==> src/rtl/flipflop_ctrl_pkg.sv <==
// Shared definitions for the flipflop pulse sequencer.
//   state_t      : controller FSM states (IDLE / PULSE / GAP / RESP)
//   SEL_IN1/2    : encoding of cmd_sel (which flop input gets the pulse)
//   DEF_LEN_W/GAP: default field widths for pulse length and gap
`timescale 1ns/1ps
package flipflop_ctrl_pkg;

  localparam int DEF_LEN_W = 8;
  localparam int DEF_GAP_W = 8;

  localparam logic SEL_IN1 = 1'b0;
  localparam logic SEL_IN2 = 1'b1;

  typedef enum logic [1:0] {
    ST_IDLE  = 2'd0,
    ST_PULSE = 2'd1,
    ST_GAP   = 2'd2,
    ST_RESP  = 2'd3
  } state_t;

endpackage

==> src/rtl/flipflop_pulse_timer.sv <==
// Loadable down-counter used to time both the pulse and the gap phases.
//   clk, rst_n   : clock, asynchronous active-low reset
//   load_i       : load load_val_i this edge (has priority over en_i)
//   en_i         : decrement this edge; saturates at zero, never wraps
//   load_val_i   : value to load (phase length minus one)
//   zero_o       : counter currently holds zero (last cycle of the phase)
`timescale 1ns/1ps
module flipflop_pulse_timer #(
  parameter int CNT_W = 8
) (
  input  logic             clk,
  input  logic             rst_n,
  input  logic             load_i,
  input  logic             en_i,
  input  logic [CNT_W-1:0] load_val_i,
  output logic             zero_o
);

  logic [CNT_W-1:0] cnt_q, cnt_d;

  always_comb begin
    cnt_d = cnt_q;
    if (load_i) begin
      cnt_d = load_val_i;
    end else if (en_i && (cnt_q != '0)) begin
      cnt_d = cnt_q - CNT_W'(1);
    end
  end

  always_ff @(posedge clk or negedge rst_n) begin
    if (!rst_n) begin
      cnt_q <= '0;
    end else begin
      cnt_q <= cnt_d;
    end
  end

  assign zero_o = (cnt_q == '0);

endmodule

==> src/rtl/flipflop_pulse_ctrl.sv <==
// Pulse sequencer for one flipflop instance. Each accepted command drives
// ff_in1 or ff_in2 high for max(len,1) cycles, holds both low for gap cycles,
// then presents a one-cycle response describing what ff_out did.
//   clk, rst_n            : clock, asynchronous active-low reset
//   cmd_valid/cmd_ready   : command handshake (ready in IDLE and RESP)
//   cmd_sel/len/gap       : which input to pulse, pulse width, trailing gap
//   abort                 : cancel a command in PULSE or GAP
//   ff_in1/ff_in2         : registered drives into the flipflop
//   ff_out                : flipflop output
//   busy                  : high in PULSE or GAP
//   rsp_valid/out/seen    : completion pulse, ff_out at RESP entry, ff_out-ever-high
`timescale 1ns/1ps
module flipflop_pulse_ctrl
  import flipflop_ctrl_pkg::*;
#(
  parameter int LEN_W = DEF_LEN_W,
  parameter int GAP_W = DEF_GAP_W
) (
  input  logic             clk,
  input  logic             rst_n,
  input  logic             cmd_valid,
  output logic             cmd_ready,
  input  logic             cmd_sel,
  input  logic [LEN_W-1:0] cmd_len,
  input  logic [GAP_W-1:0] cmd_gap,
  input  logic             abort,
  output logic             ff_in1,
  output logic             ff_in2,
  input  logic             ff_out,
  output logic             busy,
  output logic             rsp_valid,
  output logic             rsp_out,
  output logic             rsp_seen
);

  localparam int CNT_W = (LEN_W > GAP_W) ? LEN_W : GAP_W;

  state_t           state_q, state_d;
  logic             ff_in1_q, ff_in1_d;
  logic             ff_in2_q, ff_in2_d;
  logic [GAP_W-1:0] gap_q, gap_d;
  logic             seen_q, seen_d;
  logic             rsp_out_q, rsp_out_d;

  logic             tmr_load, tmr_en, tmr_zero;
  logic [CNT_W-1:0] tmr_val;
  logic             ready_state;
  logic             accept;

  assign ready_state = (state_q == ST_IDLE) || (state_q == ST_RESP);
  // accept needs no reset gating: every register is held in reset anyway.
  assign accept      = cmd_valid && ready_state;

  flipflop_pulse_timer #(.CNT_W(CNT_W)) u_timer (
    .clk        (clk),
    .rst_n      (rst_n),
    .load_i     (tmr_load),
    .en_i       (tmr_en),
    .load_val_i (tmr_val),
    .zero_o     (tmr_zero)
  );

  always_comb begin
    state_d   = state_q;
    ff_in1_d  = 1'b0;
    ff_in2_d  = 1'b0;
    gap_d     = gap_q;
    seen_d    = seen_q;
    rsp_out_d = rsp_out_q;
    tmr_load  = 1'b0;
    tmr_en    = 1'b0;
    tmr_val   = '0;

    case (state_q)
      ST_IDLE, ST_RESP: begin
        // abort is ignored here; a command arriving in RESP starts with no bubble.
        state_d = ST_IDLE;
        if (accept) begin
          state_d  = ST_PULSE;
          gap_d    = cmd_gap;
          seen_d   = 1'b0;
          ff_in1_d = (cmd_sel == SEL_IN1);
          ff_in2_d = (cmd_sel == SEL_IN2);
          tmr_load = 1'b1;
          // len==0 is a one-cycle pulse, same as len==1.
          tmr_val  = (cmd_len == '0) ? '0 : (CNT_W'(cmd_len) - CNT_W'(1));
        end
      end

      ST_PULSE: begin
        ff_in1_d = ff_in1_q;
        ff_in2_d = ff_in2_q;
        if (ff_out) seen_d = 1'b1;
        if (abort) begin
          state_d  = ST_IDLE;
          ff_in1_d = 1'b0;
          ff_in2_d = 1'b0;
        end else if (tmr_zero) begin
          ff_in1_d = 1'b0;
          ff_in2_d = 1'b0;
          if (gap_q == '0) begin
            state_d   = ST_RESP;
            rsp_out_d = ff_out;
          end else begin
            state_d  = ST_GAP;
            tmr_load = 1'b1;
            tmr_val  = CNT_W'(gap_q) - CNT_W'(1);
          end
        end else begin
          tmr_en = 1'b1;
        end
      end

      ST_GAP: begin
        if (ff_out) seen_d = 1'b1;
        if (abort) begin
          state_d = ST_IDLE;
        end else if (tmr_zero) begin
          state_d   = ST_RESP;
          rsp_out_d = ff_out;
        end else begin
          tmr_en = 1'b1;
        end
      end

      default: state_d = ST_IDLE;
    endcase
  end

  always_ff @(posedge clk or negedge rst_n) begin
    if (!rst_n) begin
      state_q   <= ST_IDLE;
      ff_in1_q  <= 1'b0;
      ff_in2_q  <= 1'b0;
      gap_q     <= '0;
      seen_q    <= 1'b0;
      rsp_out_q <= 1'b0;
    end else begin
      state_q   <= state_d;
      ff_in1_q  <= ff_in1_d;
      ff_in2_q  <= ff_in2_d;
      gap_q     <= gap_d;
      seen_q    <= seen_d;
      rsp_out_q <= rsp_out_d;
    end
  end

  // Ready is forced low while reset is asserted so every output reads 0 in reset.
  assign cmd_ready = rst_n && ready_state;
  assign busy      = (state_q == ST_PULSE) || (state_q == ST_GAP);
  assign rsp_valid = (state_q == ST_RESP);
  assign rsp_out   = rsp_out_q;
  assign rsp_seen  = seen_q;
  assign ff_in1    = ff_in1_q;
  assign ff_in2    = ff_in2_q;

endmodule

==> config.mk <==
export PLATFORM = sky130hd
export DESIGN_NAME = flipflop_pulse_ctrl
export DESIGN_NICKNAME = d
export VERILOG_FILES = /design/src/rtl/flipflop_ctrl_pkg.sv /design/src/rtl/flipflop_pulse_timer.sv /design/src/rtl/flipflop_pulse_ctrl.sv
export SDC_FILE = /design/constraint.sdc
export NUM_CORES = 1
export LEC_CHECK = 0
export CAP_MARGIN = 20
export CORE_MARGIN = 8
export CORE_UTILIZATION = 52
export CTS_BUF_LIST = sky130_fd_sc_hd__clkbuf_16
export CTS_CLUSTER_DIAMETER = 80
export DETAILED_ROUTE_END_ITERATION = 10
export MAX_ROUTING_LAYER = met4
export PLACE_DENSITY = 0.8
export SYNTH_ARGS = -nofsm -noshare
export SYNTH_HDL_FRONTEND = slang
export SYNTH_SLANG_ARGS = --single-unit
==> constraint.sdc <==
create_clock -name clk -period 6.8 [get_ports clk]
set_clock_uncertainty 0.1 [all_clocks]
set_input_delay 0.68 -clock clk [delete_from_list [all_inputs] [get_ports clk]]
set_output_delay 0.68 -clock clk [all_outputs]
set_load 0.1 [all_outputs]
==> results.md <==
- The flow ran to the end, and the final reports show no timing, DRC or antenna violations.
- The most critical setup path has its endpoint at cmd_ready.
- The via count is 1295.
- Clock tree synthesis selected as its root buffer the cell sky130_fd_sc_hd__clkbuf_16.
- For this block, the initial DRC count from the detailed router was 77.
- In this run the power density over the cells is 418 nW/um^2.
- The detailed-placement wirelength estimate is 2780 um.
- The via count of the first global-routing pass is 1395.
- Buffers added to address setup during post-CTS repair amount to 0.
- The synthesized design contains 22 register bits.
- The number of buffers added on ports is 28.
- The largest net degree at the start of global routing is 24.
- Synthesis instantiated 40 different standard cells from the library.
- During synthesis, Yosys emitted a total of 0 warnings.
- Summed over all layers, the global routing overflow is 0.
- For this design the static power due to leakage is 0.820 nW.
- After clock tree synthesis, the repair step resized 0 gates.
- The final layout contains 221 nets.
- The buffers plus inverters on the worst setup path is 3.
- Grouping stages by cell kind, the critical path spends the most delay in buffers and inverters.
- No sink is reached through more buffers than the 2 on the longest clock path.
- For the pin with the worst max-slew slack, the measured transition is 0.999 ns.
- In this run the tightest slew margin relative to its limit is 0.332.
- In this run the remaining antenna-violating nets after routing total 0.
- The first global-routing pass estimated 6290 um of wire.
- Summing every instance area after synthesis gives 1540 um^2.
- The critical path capture point type is an output pin.
- A synthesized cell averages 9.76 um^2.
- The net count of the mapped netlist is 190.
- The number of placed I/O pins is 29.
- In the final timing run, aggregate negative setup slack is 0 ns.
- In this run the critical register-to-register path is captured at u_timer.cnt_q[3]$_DFFE_PN0P_.
- The count of endpoints failing hold in the final timing report is 0.
- In this run the number of cells on the critical path is 4.
- Traced cell by cell, the critical path runs through clkdlybuf4s50_1, buf_16, and2_1, clkdlybuf4s50_1.
- The wire length per cell is 17.1 um.
- The final-report setup violation count is 0.
- Clock-pin slew was measured on the worst setup and hold paths at 0.06 ns.
- The number of hold buffers added after cts is 0.
- The number of cell instances on the worst register-to-register path is 8.
- Setup repair after global routing left no endpoint under its margin.
- The count of placed standard cells including taps is 214.
- The die covers 4960 um^2.
- The area of the core region is 2780 um^2.
- For this run, the top clock speed supported by timing is 275 MHz.
- The number of max-slew violations in the final report is 0.
- The library cell contributing the largest single delay on the critical path is sky130_fd_sc_hd__clkdlybuf4s50_1.
- In the global route stage, overall resource usage came out at 0.157.
- The vertical die dimension is 70.4 um.
- Synthesis handed over a netlist of 158 instances.
- The proportion of layout cells with a drive suffix above 1 is 0.117.
- Counting the buffers created by CTS gives 3.
- Of all nets on the critical path, the largest fanout is 19.
- For the worst-skew pair, the clock arrives at the later sink with an insertion delay of 0.26 ns.
- Clock tree synthesis found a total of 22 sinks.
- The post-route standard cell area excluding fillers is 1970 um^2.
- The worst register-to-register path begins at state_q[0]$_DFFE_PN0P_.
- The arrival time at the worst endpoint is 2.85 ns.
- The delay of the slowest critical-path stage is 1.15 ns.
- CTS built an H-tree with a depth of 1.
- The area growth from synthesis to layout is 28.0%.
- The post-placement cell area is 1840 um^2.
- After detailed routing, the number of vias per cell comes to 5.91.
- The most critical setup path has its startpoint at rst_n.
- The clock tree from TritonCTS is built.
- The non-filler instance count after layout is 219.
- The final critical delay including setup and external delays is 3.63 ns.
- The number of antenna diodes in the final layout is 0.
- By instance count, the cell type seen most on the critical path is sky130_fd_sc_hd__clkdlybuf4s50_1.
- In the finished design, the share of the clock period the worst path needs comes to 0.534.
- For this configuration, the core starts out at a cell density of 0.554.
- The final routed wirelength across all metal layers is 3740 um.
- By startpoint and endpoint, the worst setup path is classified as input pin to output pin.
- The part of the Yosys area used for sequential elements is 0.357.
- The number of rows in the core area is 19.
- At the worst endpoint, the required time is 6.02 ns.
- The share of the core filled with cells is 0.709.
- The count of unresolved DRC violations after routing is 0.
- At the end of routability-driven placement, the weighted congestion stood at 0.855.
- The min-delay analysis places its worst path in the category register to register.
- The first-pass detailed-route iteration total is 4.
- The number of violations of the max-capacitance limit is 0.
- The floorplan step set the die width to 70.4 um.
- The worst IR drop on VDD is 0.389 mV.
- The worst setup path is launched from an input pin.
- The number of fill cells is 234.
- The initial antenna violation count is 0.
- The slack of the worst reg-to-reg path is 4.15 ns.
## cell families after synthesis
logic type	share of synthesized area
mux	0.0795
xor+xnor	0.0795
buf+inv	0.0446
compound gates	0.184
fa+ha+maj	0.0812
simple gates	0.174
flops	0.357
## registers in the layout, summed over array words and instances (netlist names)
register	cells
ff_in1	1
ff_in2	1
gap_q	8
rsp_out	1
rsp_seen	1
state_q	2
u_timer.cnt_q	8
## cells in the mapped netlist, drive strengths merged
master  instances  area share
o21ai           4       0.013
xor2            6       0.034
and2            2      0.0081
nor4            3       0.030
o22a            7       0.040
ha             10       0.081
a211o           1      0.0057
nand2          10       0.024
a21oi           8       0.033
nor3b           1      0.0049
a41o            1      0.0065
o31ai           3       0.015
nor3            7       0.023
mux2           10       0.073
o22ai           6       0.028
buf             2       0.011
nor2           14       0.034
inv            13       0.032
o32ai           1      0.0057
or3             1      0.0041
xnor2           8       0.045
a21o            1      0.0049
o31a            1      0.0057
dfrtp          22        0.36
and4            1      0.0065
a31oi           3       0.012
nand3           6       0.028
clkbuf          1      0.0024
a311oi          1      0.0097
mux2i           1      0.0065
nor2b           1      0.0041
and3            1      0.0073
o21bai          1      0.0049
## final cells by class
type,count,area (um^2),area share
multi-input cells,120,922,0.467
flip-flops and latches,22,551,0.279
repair buffers,29,308,0.156
clock buffers,3,75.1,0.0380
inverters,13,48.8,0.0247
well taps,31,38.8,0.0197
clock inverters,1,30.0,0.0152
## metal layers
metal	vias up	GRT usage	wire length, um
met2	47	0.268	1920
met1	605	0.174	1560
met3	13	0.0311	148
met5	-	-	0
met4	0	0.0603	111
li1	630	-	-
## placed cells by master, fill, tap and decap left out, types with 2 or more instances in the layout
| master | synthesis | layout |
|---|---|---|
| sky130_fd_sc_hd__a21oi_1 | 7 | 7 |
| sky130_fd_sc_hd__o21ai_1 | 2 | 2 |
| sky130_fd_sc_hd__clkbuf_16 | 0 | 3 |
| sky130_fd_sc_hd__dfrtp_1 | 22 | 22 |
| sky130_fd_sc_hd__nor2_1 | 14 | 14 |
| sky130_fd_sc_hd__inv_1 | 13 | 13 |
| sky130_fd_sc_hd__and2_1 | 2 | 2 |
| sky130_fd_sc_hd__nor4_2 | 2 | 2 |
| sky130_fd_sc_hd__clkdlybuf4s50_1 | 0 | 28 |
| sky130_fd_sc_hd__o22a_1 | 7 | 7 |
| sky130_fd_sc_hd__nand3_1 | 5 | 5 |
| sky130_fd_sc_hd__nand2_1 | 10 | 10 |
| sky130_fd_sc_hd__o22ai_1 | 5 | 5 |
| sky130_fd_sc_hd__ha_1 | 10 | 10 |
| sky130_fd_sc_hd__nor3_1 | 7 | 7 |
| sky130_fd_sc_hd__mux2_1 | 2 | 2 |
| sky130_fd_sc_hd__mux2_2 | 8 | 8 |
| sky130_fd_sc_hd__xor2_1 | 6 | 6 |
| sky130_fd_sc_hd__xnor2_1 | 8 | 8 |
| sky130_fd_sc_hd__a31oi_1 | 3 | 3 |
| sky130_fd_sc_hd__o21ai_0 | 2 | 2 |
| sky130_fd_sc_hd__o31ai_1 | 3 | 3 |
## power breakdown
| group | total (mW) | internal (mW) | switching (mW) | leakage [nW] |
|---|---|---|---|---|
| logic | 0.403 | 0.163 | 0.241 | 0.497 |
| registers | 0.257 | 0.188 | 0.0686 | 0.271 |
| clock network | 0.165 | 0.117 | 0.0480 | 0.0511 |
| total | 0.825 | 0.468 | 0.357 | 0.820 |
## worst min-delay path by stage
stage / startpoint / end / slack (ns) / cells past startpoint
floorplan: rst_n / ff_in1$_DFFE_PN0P_ / 0.28 / 0
global placement: ff_in1$_DFFE_PN0P_ / ff_in1$_DFFE_PN0P_ / 0.36 / 2
detailed placement: ff_in1$_DFFE_PN0P_ / ff_in1$_DFFE_PN0P_ / 0.38 / 2
CTS: ff_in1$_DFFE_PN0P_ / ff_in1$_DFFE_PN0P_ / 0.39 / 2
global route: ff_in2$_DFFE_PN0P_ / ff_in2$_DFFE_PN0P_ / 0.43 / 2
finish: rsp_out$_DFFE_PN0P_ / rsp_out$_DFFE_PN0P_ / 0.39 / 1
## stage by stage
step	total power [mW]	setup slack, ns	hold WS (ns)
after floorplan	0.560	4.41	0.284
after global placement	0.633	2.84	0.365
after detailed placement	0.654	2.77	0.382
after CTS	0.824	2.73	0.394
after global routing	0.877	3.08	0.425
final	0.825	3.17	0.392
Note: power is estimated with default switching activity, not from simulation.
